[config.mk]
export PLATFORM = sky130hd
export DESIGN_NAME = sram_readout
export DESIGN_NICKNAME = d
export VERILOG_FILES = /design/src/rtl/sram_readout_pkg.sv /design/src/rtl/mcu_strobe_sync.sv /design/src/rtl/sram_readout.sv
export SDC_FILE = /design/constraint.sdc
export NUM_CORES = 1
export LEC_CHECK = 0
export ABC_AREA = 1
export CORE_MARGIN = 10
export CORE_UTILIZATION = 52
export CTS_BUF_LIST = sky130_fd_sc_hd__clkbuf_16
export CTS_CLUSTER_SIZE = 30
export DETAILED_ROUTE_END_ITERATION = 8
export HOLD_SLACK_MARGIN = 0.06
export PLACE_DENSITY = 0.84
export SLEW_MARGIN = 20
export SYNTH_ARGS = -nofsm -noshare
export SYNTH_HDL_FRONTEND = slang
export SYNTH_SLANG_ARGS = --single-unit
[constraint.sdc]
create_clock -name CLK -period 1.95 [get_ports CLK]
set_input_delay 0.195 -clock CLK [delete_from_list [all_inputs] [get_ports CLK]]
set_output_delay 0.195 -clock CLK [all_outputs]
set_load 0.01 [all_outputs]
[src/rtl/sram_readout_pkg.sv]
// rtl/sram_readout_pkg.sv - shared constants and FSM encoding for the SRAM readout path
package sram_readout_pkg;

    localparam int DEF_ADDR_W   = 19;
    localparam int DEF_WAIT_CYC = 2;
    localparam int WAIT_CNT_W   = 4;

    typedef logic [2:0] state_t;

    localparam state_t ST_IDLE  = 3'd0;
    localparam state_t ST_SETUP = 3'd1;
    localparam state_t ST_WAIT  = 3'd2;
    localparam state_t ST_LATCH = 3'd3;
    localparam state_t ST_HOLD  = 3'd4;
    localparam state_t ST_FIN   = 3'd5;

endpackage

[src/rtl/mcu_strobe_sync.sv]
// rtl/mcu_strobe_sync.sv - two-flop synchronizer with one-cycle rising-edge pulse
module mcu_strobe_sync (
    input  logic clk,
    input  logic rst_n,
    input  logic strobe,
    output logic pulse
);

    logic sync1;
    logic sync2;
    logic sync2_d;

    always_ff @(posedge clk or negedge rst_n) begin
        if (!rst_n) begin
            sync1   <= 1'b0;
            sync2   <= 1'b0;
            sync2_d <= 1'b0;
        end else begin
            sync1   <= strobe;
            sync2   <= sync1;
            sync2_d <= sync2;
        end
    end

    // High on the first cycle sync2 reads 1
    assign pulse = sync2 & ~sync2_d;

endmodule

[src/rtl/sram_readout.sv]
// rtl/sram_readout.sv - SRAM record readout to MCU byte handshake; SRAM_READOUT_CHKSUM_EN adds CHKSUM
module sram_readout
    import sram_readout_pkg::*;
#(
    parameter int ADDR_W   = DEF_ADDR_W,
    parameter int WAIT_CYC = DEF_WAIT_CYC
) (
    input  logic              CLK,
    input  logic              CLR,
    input  logic              START,
    input  logic [ADDR_W-1:0] START_ADDR,
    input  logic [ADDR_W-1:0] LENGTH,
    input  logic [7:0]        SRAM_DATA_IN,
    output logic [ADDR_W-1:0] SRAM_ADDR,
    output logic              SRAM_OE_N,
    input  logic              MCU_RD,
    output logic [7:0]        MCU_DATA,
    output logic              DATA_RDY,
    output logic              BUSY,
`ifdef SRAM_READOUT_CHKSUM_EN
    output logic [7:0]        CHKSUM,
`endif
    output logic              DONE
);

    localparam logic [WAIT_CNT_W-1:0] WAIT_LOAD  = WAIT_CNT_W'(WAIT_CYC - 1);
    localparam logic [ADDR_W:0]       FULL_COUNT = {1'b1, {ADDR_W{1'b0}}};
    localparam logic [ADDR_W:0]       LAST_COUNT = (ADDR_W + 1)'(1);

    state_t                state;
    logic [ADDR_W:0]       remain;
    logic [WAIT_CNT_W-1:0] wait_cnt;
    logic                  rd_pulse;

    mcu_strobe_sync u_rd_sync (
        .clk    (CLK),
        .rst_n  (CLR),
        .strobe (MCU_RD),
        .pulse  (rd_pulse)
    );

    always_ff @(posedge CLK or negedge CLR) begin
        if (!CLR) begin
            state     <= ST_IDLE;
            remain    <= '0;
            wait_cnt  <= '0;
            SRAM_ADDR <= '0;
            SRAM_OE_N <= 1'b1;
            MCU_DATA  <= 8'h00;
            DATA_RDY  <= 1'b0;
            BUSY      <= 1'b0;
            DONE      <= 1'b0;
`ifdef SRAM_READOUT_CHKSUM_EN
            CHKSUM    <= 8'h00;
`endif
        end else begin
            case (state)
                ST_IDLE, ST_FIN: begin
                    if (START) begin
                        SRAM_ADDR <= START_ADDR;
                        // A zero length means the whole SRAM
                        remain    <= (LENGTH == '0) ? FULL_COUNT : {1'b0, LENGTH};
                        SRAM_OE_N <= 1'b0;
                        BUSY      <= 1'b1;
                        DONE      <= 1'b0;
`ifdef SRAM_READOUT_CHKSUM_EN
                        CHKSUM    <= 8'h00;
`endif
                        state     <= ST_SETUP;
                    end
                end
                ST_SETUP: begin
                    wait_cnt <= WAIT_LOAD;
                    state    <= ST_WAIT;
                end
                ST_WAIT: begin
                    if (wait_cnt == '0) begin
                        state <= ST_LATCH;
                    end else begin
                        wait_cnt <= wait_cnt - WAIT_CNT_W'(1);
                    end
                end
                ST_LATCH: begin
                    MCU_DATA <= SRAM_DATA_IN;
                    DATA_RDY <= 1'b1;
`ifdef SRAM_READOUT_CHKSUM_EN
                    CHKSUM   <= CHKSUM + SRAM_DATA_IN;
`endif
                    state    <= ST_HOLD;
                end
                ST_HOLD: begin
                    if (rd_pulse) begin
                        DATA_RDY <= 1'b0;
                        remain   <= remain - (ADDR_W + 1)'(1);
                        if (remain == LAST_COUNT) begin
                            SRAM_OE_N <= 1'b1;
                            BUSY      <= 1'b0;
                            DONE      <= 1'b1;
                            state     <= ST_FIN;
                        end else begin
                            SRAM_ADDR <= SRAM_ADDR + ADDR_W'(1);
                            state     <= ST_SETUP;
                        end
                    end
                end
                default: state <= ST_IDLE;
            endcase
        end
    end

endmodule

==> out/results.tsv, run 1 <==
stage	metric	value	unit
critical_path	crit path launch type	flop	
clock_network	# H-tree levels	3	
floorplanning	Starting Density	53.4	%
sta	RSZ-0062 raised after global routing	false	
route	ANT nets after route	0	
worst_hold_path	HP Class	input pin to flop	
synth	syn_nets	649	
layout	layout net count	739	
sta	Setup WS post-layout	0.162	ns
power	P per Cell Area	1590	nW/µm²
route	# DRC	0	
clock_network	CTS clk-pin slew, worst paths	0.06	ns
clock_network	Num CTS Buffers	9	
route	post-DR vias/cell	5.35	
floorplanning	DIE AREA	11200	µm²
synth	Post-synth EDFFs	0	
synth	main area contributors after synthesis	dfrtp_1 (39%), nand2_1 (23%), nor2_1 (8.5%), nand3_1 (6.8%), inv_1 (4.7%)	
route	Starting DRT DRC Count	295	
synth	Synth warnings	0	
floorplanning	die span in y	106	µm
synth	area fraction of the dominant cell type after synthesis	39.0	%
synth	ys async rst share	100	%
floorplanning	Rows	31	
critical_path	Critical Path AT	2.01	ns
critical_path	critical path class	flop to flop	
placed_design	routability cong.	0.945	
synth	Mapped Area	3850	µm²
route	Routed WL	11300	µm
layout	synth-to-layout area growth	32.8	%
floorplanning	Die X	106	µm
run_status	status	complete, no violations	
layout	fill count	628	
sta	fin crit period	1.79	ns
clock_network	CTS tree	done	
route	Vias	4222	
global_routing	GRT Util Overall	20.1	%
power	leak pwr	0.00241	µW
floorplanning	IO Count	81	
global_routing	number of antenna violations at the first check in global routing	0	
synth	register area share after synthesis	39.7	%
synth	Mapped Cells	595	
run	max_cap viols	0	
critical_path	Crit path required time	2.17	ns
synth	dominant cell type by area after synthesis	dfrtp_1	
critical_path	crit-path max FO	13	
global_routing	pin count of the biggest net entering global routing	43	
critical_path	slowest CP cell	dfrtp_1	
clock_network	maximum root-to-sink buffer count	2	
clock_network	Sink Count	61	
clock_network	CTS root buf	clkbuf_16	
synth	count leader, synth	nand2_1	
critical_path	max incr delay on CP	0.42	ns
sta	Post-Route Skew	0.00701	ns
sta	slew margin rel.	62.6	%
sta	final slew viol count	0	
placed_design	hpwl dp	8100	µm
synth	Synth top cells by count	nand2_1 (235), nor2_1 (87), dfrtp_1 (60), nand3_1 (52), inv_1 (48)	
sta	Final TNS setup	0	ns
sta	Tcrit/Tclk final	91.7	%
floorplanning	core footprint	7210	µm²
critical_path	CP cell instances	nor2_1 -> nand2_1 -> nor2_1 -> nand4_1 -> nand2_4 -> buf_4 -> nor2_1 -> nand2_1 -> nand2_1	
critical_path	CP Capture Type	flop	
power	Worst VDD drop	0.786	mV
clock_network	worst skew pair latency	0.33	ns
placed_design	I/O Buffers	80	
synth	Synth Register Bits	61	
synth	Synth Area per Inst	6.47	µm²
sta	Hold Vio Cnt, Final	0	
placed_design	Setup Slack @ Placement	0.181	ns
sta	Worst Tran Pin Value	0.561	ns
route	Avg WL per Cell	14.3	µm
route	TritonRoute pass-1 iters	6	
global_routing	first-pass GRT wire length	19100	µm
synth	ys flop type	dfrtp_1	
synth	Synth cell types	30	
sta	fmax	559	MHz
global_routing	Congestion Overflow GR	0	
layout	layout cells sized above 1	6.67	%
layout	number of diodes	0	
global_routing	vias in the first global route	4118	
sta	final setup fails	0	
[cell families (layout without fill, tap and decap cells)]
family / after synthesis / in the layout / synth area share, %
and+or+nand+nor: 401 / 401 / 42.8
buffers and inverters: 68 / 163 / 7.34
AOI/OAI and AO/OA: 61 / 61 / 8.90
DFF: 61 / 61 / 39.7
adders and majority gates: 4 / 4 / 1.30
[power breakdown]
group	total [µW]	switching (µW)	internal, µW	leakage, µW
combinational	4050	2440	1620	0.00152
sequential	2480	622	1860	0.000742
clock	1610	611	995	0.000146
total	8140	3670	4470	0.00241
[timing repair]
item,4_1_cts,5_1_grt
buffers inserted,0,1
hold buffers,1,0
setup endpoints to repair,0,11
gates resized for setup,0,2
hold endpoints to repair,20,0
[placed cells by master (no fill, tap or decap), types with 3 or more instances in the layout]
master	n
nand2_1	235
clkdlybuf4s50_1	79
a21oi_1	15
inv_1	48
dfrtp_1	60
clkbuf_16	9
nand4_1	12
nor3_1	4
o21ai_2	5
o21bai_1	3
nor2_1	87
inv_2	4
buf_4	11
o22ai_1	3
nand3_1	52
ha_1	4
nand3b_1	3
o21ai_0	30
[path summary, 6_finish.rpt]
path,from,to,slack [ns],depth (start not counted)
max,remain[10],SRAM_ADDR[12],0.16,9
min,MCU_RD,u_rd_sync.sync1,0.30,1
max reg2reg,remain[10],SRAM_ADDR[12],0.16,9
min reg2reg,u_rd_sync.sync1,u_rd_sync.sync2,0.35,0
max in group asynchronous,CLR,SRAM_OE_N,0.88,3
min in group asynchronous,CLR,remain[3],0.39,2
[critical path: cells and delay by family (launching register included)]
kind	cells	cell delay, ns
AND/OR/NAND/NOR	8	1.04
buffers and inverters	1	0.21
flip-flops	1	0.42
[final cells by class]
type	count	area (µm²)	share of cell area [%]
inverter	53	199	3.89
tap	99	124	2.42
multi-input combinational	466	2040	40.0
clock inverter	7	73.8	1.44
sequential	61	1530	29.9
clock buffer	9	225	4.40
timing repair buffer	94	920	18.0
[per-layer routing]
| metal | up-vias | part of all wire, % | GRT usage, % |
|---|---|---|---|
| met2 | 178 | 48 | 33.2 |
| met4 | 0 | 2.4 | 8.70 |
| met3 | 28 | 7.1 | 4.35 |
| met5 | - | 0 | 0 |
| met1 | 1938 | 43 | 24.7 |
| li1 | 2078 | - | - |
[flip-flops by register name (all words and copies together) (netlist names), 3 cells and up]
| signal | cells |
|---|---|
| remain | 20 |
| SRAM_ADDR | 19 |
| MCU_DATA | 8 |
| wait_cnt | 4 |
| state | 3 |
[metrics by stage]
stage	util [%]	instances	cell area, µm²	hold slack [ns]	power [µW]
3_3_place_gp	66.4	771	4790	0.201	6300
6_report	70.9	789	5110	0.301	8140
3_5_place_dp	66.4	771	4790	0.207	6470
5_1_grt	70.9	789	5110	0.297	8820
4_1_cts	70.7	788	5100	0.301	8130
2_1_floorplan	-	595	3850	-0.101	4970
(Power assumes the default switching activity.)
==> run 2: changes to the inputs <==
CORE_UTILIZATION = 56   (was 52)
DONT_BUFFER_PORTS = 1   (was unset)
GPL_ROUTABILITY_DRIVEN = 0   (was unset)
PLACE_DENSITY = 0.74   (was 0.84)
==> run 2 against run 1 <==
Cell area shrank 14%. Final cell count shrank 11%. Highest routed layer unchanged. Power shrank 7.3%. Worst setup slack gained 0.043 ns. First-iteration DRC count shrank 16%. Count of clock-buffer cells in the layout is the same. Maximum frequency grew 2.5%. Via count shrank 9.0%. Combinational power shrank 18%.
==> out/results.tsv, run 2 (synthesis gave the netlist of run 1 again) <==
stage	metric	value	unit
critical_path	R2R cell count	8	
route	Vias	3844	
route	Avg WL per Cell	14.9	µm
layout	commonest cells after routing, fill and taps aside	nand2_1 (235), nor2_1 (87), dfrtp_1 (60), nand3_1 (52), inv_1 (48)	
global_routing	vias in the first global route	3556	
route	post-DR vias/cell	5.50	
layout	fill count	607	
floorplanning	core footprint	6720	µm²
layout	synth-to-layout area growth	14.5	%
floorplanning	Die X	103	µm
sta	RSZ-0062 raised after global routing	false	
route	# DRC	0	
clock_network	CTS tree	done	
layout	Largest register FFs	20	
critical_path	Worst Setup SP	SRAM_ADDR[0]	
critical_path	CP Capture Type	flop	
floorplanning	Rows	30	
clock_network	CTS root buf	clkbuf_16	
floorplanning	Starting Density	57.3	%
worst_hold_path	WHS Endpoint	SRAM_ADDR[14]	
layout	biggest regs	remain (20), SRAM_ADDR (19), MCU_DATA (8)	
layout	Final Non-Filler Cells	699	
global_routing	GRT Util Overall	19.7	%
critical_path	crit path launch type	flop	
critical_path	Critical R2R Launch	SRAM_ADDR[0]	
clock_network	Resized cells post-CTS	0	
route	ANT nets after route	0	
worst_hold_path	HP Class	input pin to flop	
clock_network	CTS clk-pin slew, worst paths	0.06	ns
route	TritonRoute pass-1 iters	6	
layout	commonest non-fill, non-tap cell in the layout	nand2_1	
critical_path	Worst R2R End	SRAM_ADDR[12]	
placed_design	placed cells	672	
power	leak pwr	0.00215	µW
placed_design	hpwl dp	7330	µm
critical_path	Critical Path AT	2.02	ns
sta	Hold Vio Cnt, Final	0	
critical_path	Worst R2R Setup Slack	0.21	ns
global_routing	number of antenna violations at the first check in global routing	0	
critical_path	crit-path max FO	5	
sta	final setup fails	0	
floorplanning	IO Count	81	
clock_network	worst skew pair latency	0.33	ns
sta	Post-Route Skew	0.00585	ns
worst_hold_path	hold path depth	4	
run	max_cap viols	0	
critical_path	Crit path required time	2.22	ns
layout	number of diodes	0	
global_routing	pin count of the biggest net entering global routing	62	
critical_path	critical path class	flop to flop	
sta	slew margin rel.	77.3	%
layout	layout cells sized above 1	7.27	%
placed_design	I/O Buffers	0	
clock_network	maximum root-to-sink buffer count	2	
clock_network	Sink Count	61	
sta	Final TNS setup	0	ns
run_status	status	complete, no violations	
power	P per Cell Area	1710	nW/µm²
sta	hold_ws	0.0701	ns
sta	final slew viol count	0	
clock_network	# H-tree levels	3	
global_routing	first-pass GRT wire length	16800	µm
global_routing	Congestion Overflow GR	0	
sta	fmax	573	MHz
sta	Worst Tran Pin Value	0.339	ns
floorplanning	DIE AREA	10600	µm²
route	Routed WL	10400	µm
sta	fin crit period	1.74	ns
route	Starting DRT DRC Count	248	
layout	layout net count	668	
floorplanning	die span in y	103	µm
worst_hold_path	min-delay src	START_ADDR[14]	
clock_network	Num CTS Buffers	9	
sta	Tcrit/Tclk final	89.5	%
power	Worst VDD drop	0.724	mV
layout	most flop-heavy register	remain	
[run 2: cell type report]
| class | count | area [µm²] | share of cell area, % |
|---|---|---|---|
| inverters | 53 | 199 | 4.51 |
| flip-flops and latches | 61 | 1530 | 34.6 |
| clock buffers | 9 | 225 | 5.11 |
| well taps | 80 | 100 | 2.27 |
| repair buffers | 23 | 243 | 5.51 |
| multi-input cells | 466 | 2040 | 46.3 |
| clock inverters | 7 | 75.1 | 1.70 |
[run 2: routing by layer]
layer	vias to the layer above	global-route usage [%]	share of wire (%)
met5	-	0	0
met1	1743	25.0	42
met4	0	6.95	1.9
met2	159	32.1	47
met3	21	4.76	8.7
li1	1921	-	-
[run 2: worst max-delay path by stage]
stage	end	slack [ns]	cells after the start
after floorplan	SRAM_ADDR[12]	0.46	8
after global placement	SRAM_ADDR[12]	0.27	8
after detailed placement	SRAM_ADDR[16]	0.23	8
after CTS	SRAM_ADDR[16]	0.21	8
after global routing	SRAM_ADDR[12]	0.006	8
final	SRAM_ADDR[12]	0.21	8
[run 2: timing repair]
item | in CTS | in global routing
hold buffers | 11 | 0
setup buffers | 0 | 0
hold endpoints to repair | 70 | 0
[run 2: through the flow]
step | setup slack [ns] | utilization, % | cell area (µm²) | power (µW)
floorplan | 0.456 | - | 3850 | 4970
global placement | 0.271 | 59.3 | 3980 | 5740
detailed placement | 0.226 | 59.3 | 3980 | 5850
finish | 0.205 | 65.6 | 4410 | 7540
global route | 0.00593 | 65.6 | 4410 | 8210
CTS | 0.207 | 65.6 | 4410 | 7520
[run 2: power breakdown]
group	internal, µW	total, µW	switching, µW
combinational	1140	3330	2190
sequential	1860	2610	751
clock	995	1610	614
[run 2: critical path, cell delays in order, from the launching register on]
cell and delay [ns]:
dfrtp_1 0.46, ha_1 0.25, nand2_1 0.13, nor2_1 0.25, nand3_1 0.13, or2_2 0.28, nand3_1 0.07, nand2_1 0.05
nand2_1 0.05
==> edit 1, RTL diff (settings of run 2) <==
`DEF_ADDR_W`: 19 -> 27.
--- a/src/rtl/sram_readout_pkg.sv
+++ b/src/rtl/sram_readout_pkg.sv
@@ -3,3 +3,3 @@
 
-    localparam int DEF_ADDR_W   = 19;
+    localparam int DEF_ADDR_W   = 27;
     localparam int DEF_WAIT_CYC = 2;
Ports: changed (resized LENGTH, SRAM_ADDR and START_ADDR); port bits go from 81 to 105. No check against the original RTL was run, so the function may have changed too.
==> edit 1 against run 2 <==
- the run now ends with hold timing left
- design area rose by 33%
- global-route usage rose by 2.2 points
- sequential cell count rose by 16
- cell count rose by 40%
- worst setup slack got worse by 0.072 ns
- utilization fell by 2.1 points
- power rose by 20%
- synthesized area rose by 38%
- synthesized cell count rose by 40%
- wire length rose by 46%
- critical endpoint is now remain[20]
- largest power group unchanged
- highest routed layer is now met5
==> edit 1: results (changes against run 2) <==
## Run status
- complete, but fails checks — result of the run
- hold timing — failing checks

## Routing
- 15,200 um — DRT Wirelength, +46%

## Finish
- remain: 28 flops, SRAM_ADDR: 27 flops, MCU_DATA: 8 flops — registers with the highest flip-flop counts
- 918 — Net count, final, +37%
- 856 — number of inserted filler cells in the final layout, +41%

## Place
- 0.176 ns — worst slack after detailed placement, -0.0492 ns
- 5470 um2 — Placement Cell Area, +37%

## Worst setup path
- 9 — largest fanout on the critical path, +4
- 0.13 ns — reg-to-reg slack, setup, -0.07 ns
- 10 — number of cells on the worst reg-to-reg path, +2
- remain[0] — reg2reg start
- remain[20] — endpoint of the lowest-slack register-to-register path

## Synthesis
- 835 — Syn Inst Count, +40%
- 36.4% — share of synthesized area occupied by flip-flops and latches, -3.3 points
- sky130_fd_sc_hd__dfrtp_1 36%, sky130_fd_sc_hd__nand2_1 22%, sky130_fd_sc_hd__nor2_1 8.4%, sky130_fd_sc_hd__nand3_1 7.1%, sky130_fd_sc_hd__inv_1 5.8% — cell types with the largest area share after synthesis
- 37 — Yosys cell types, +23%
- 309 x sky130_fd_sc_hd__nand2_1, 119 x sky130_fd_sc_hd__nor2_1, 82 x sky130_fd_sc_hd__inv_1, 76 x sky130_fd_sc_hd__dfrtp_1, 75 x sky130_fd_sc_hd__nand3_1 — cell types with the highest counts after synthesis

## Timing
- -0.457 ns — worst hold slack across all endpoints, -0.527 ns
- 77 — Final Hold Violating Endpoints, +77
- 0.00939 ns — Worst Skew, +0.00354 ns

## Global route
- 78 — maximum number of pins on one net before global-route repair, +26%
- 5.91% — met3 track demand over resource in global routing, +1.2 points
- 1 — initial antenna violation count, +1
- 4,982 — via count of the first global-routing pass, +40%

## Pwr
- 0.00275 uW — LEAKAGE, +28%
- 4350 uW — reported net switching power, +23%

## edit 1: cell count changes in the layout (fill, tap and decap cells not counted), moves of 10 or more
cell | before | now
sky130_fd_sc_hd__dfrtp_1 | 60 | 76
sky130_fd_sc_hd__inv_1 | 48 | 84
sky130_fd_sc_hd__or2_2 | 2 | 12
sky130_fd_sc_hd__nand2_1 | 235 | 309
sky130_fd_sc_hd__nand3_1 | 52 | 74
sky130_fd_sc_hd__nor2_1 | 87 | 119
## edit 1: routing by layer
metal	vias to the layer above	share of wire (%)
met3	27	10
met4	2	1.5
li1	2665	-
met1	2519	43
met5	-	0.086
met2	240	46
## edit 1: cell families (layout without fill, tap and decap cells)
kind of cell,after synthesis,count (layout),share of synthesized area (%)
flops,77,77,36.4
buf+inv,107,124,8.44
fa+ha+maj,5,5,1.18
compound gates,93,93,9.81
xor+xnor,7,7,1.16
simple gates,546,546,43.0
## edit 1: how the worst max path moves through the flow
stage	startpoint	end	slack, ns	cells past startpoint
CTS	remain[2]	remain[17]	0.13	10
floorplan	remain[0]	remain[20]	0.35	9
global placement	remain[2]	remain[17]	0.24	10
global route	state[0]	remain[23]	0.003	8
detailed placement	state[0]	remain[0]	0.18	9
finish	remain[0]	remain[20]	0.13	10
## edit 1: final cells by class
cell class,count,area (um2),share of cell area (%)
Timing Repair Buffer,24,245,4.18
Sequential cell,77,1930,32.9
Tap cell,129,161,2.75
Inverter,84,318,5.42
Clock buffer,9,225,3.84
Multi-Input combinational cell,651,2930,49.9
Clock inverter,7,58.8,1.00
## edit 1: per-stage QoR
step | total power (uW) | hold WS [ns]
after global routing | 9790 | -0.453
after detailed placement | 7310 | -0.0980
after floorplan | 6240 | -0.101
after CTS | 9000 | -0.449
after global placement | 7130 | -0.0980
final | 9060 | -0.457
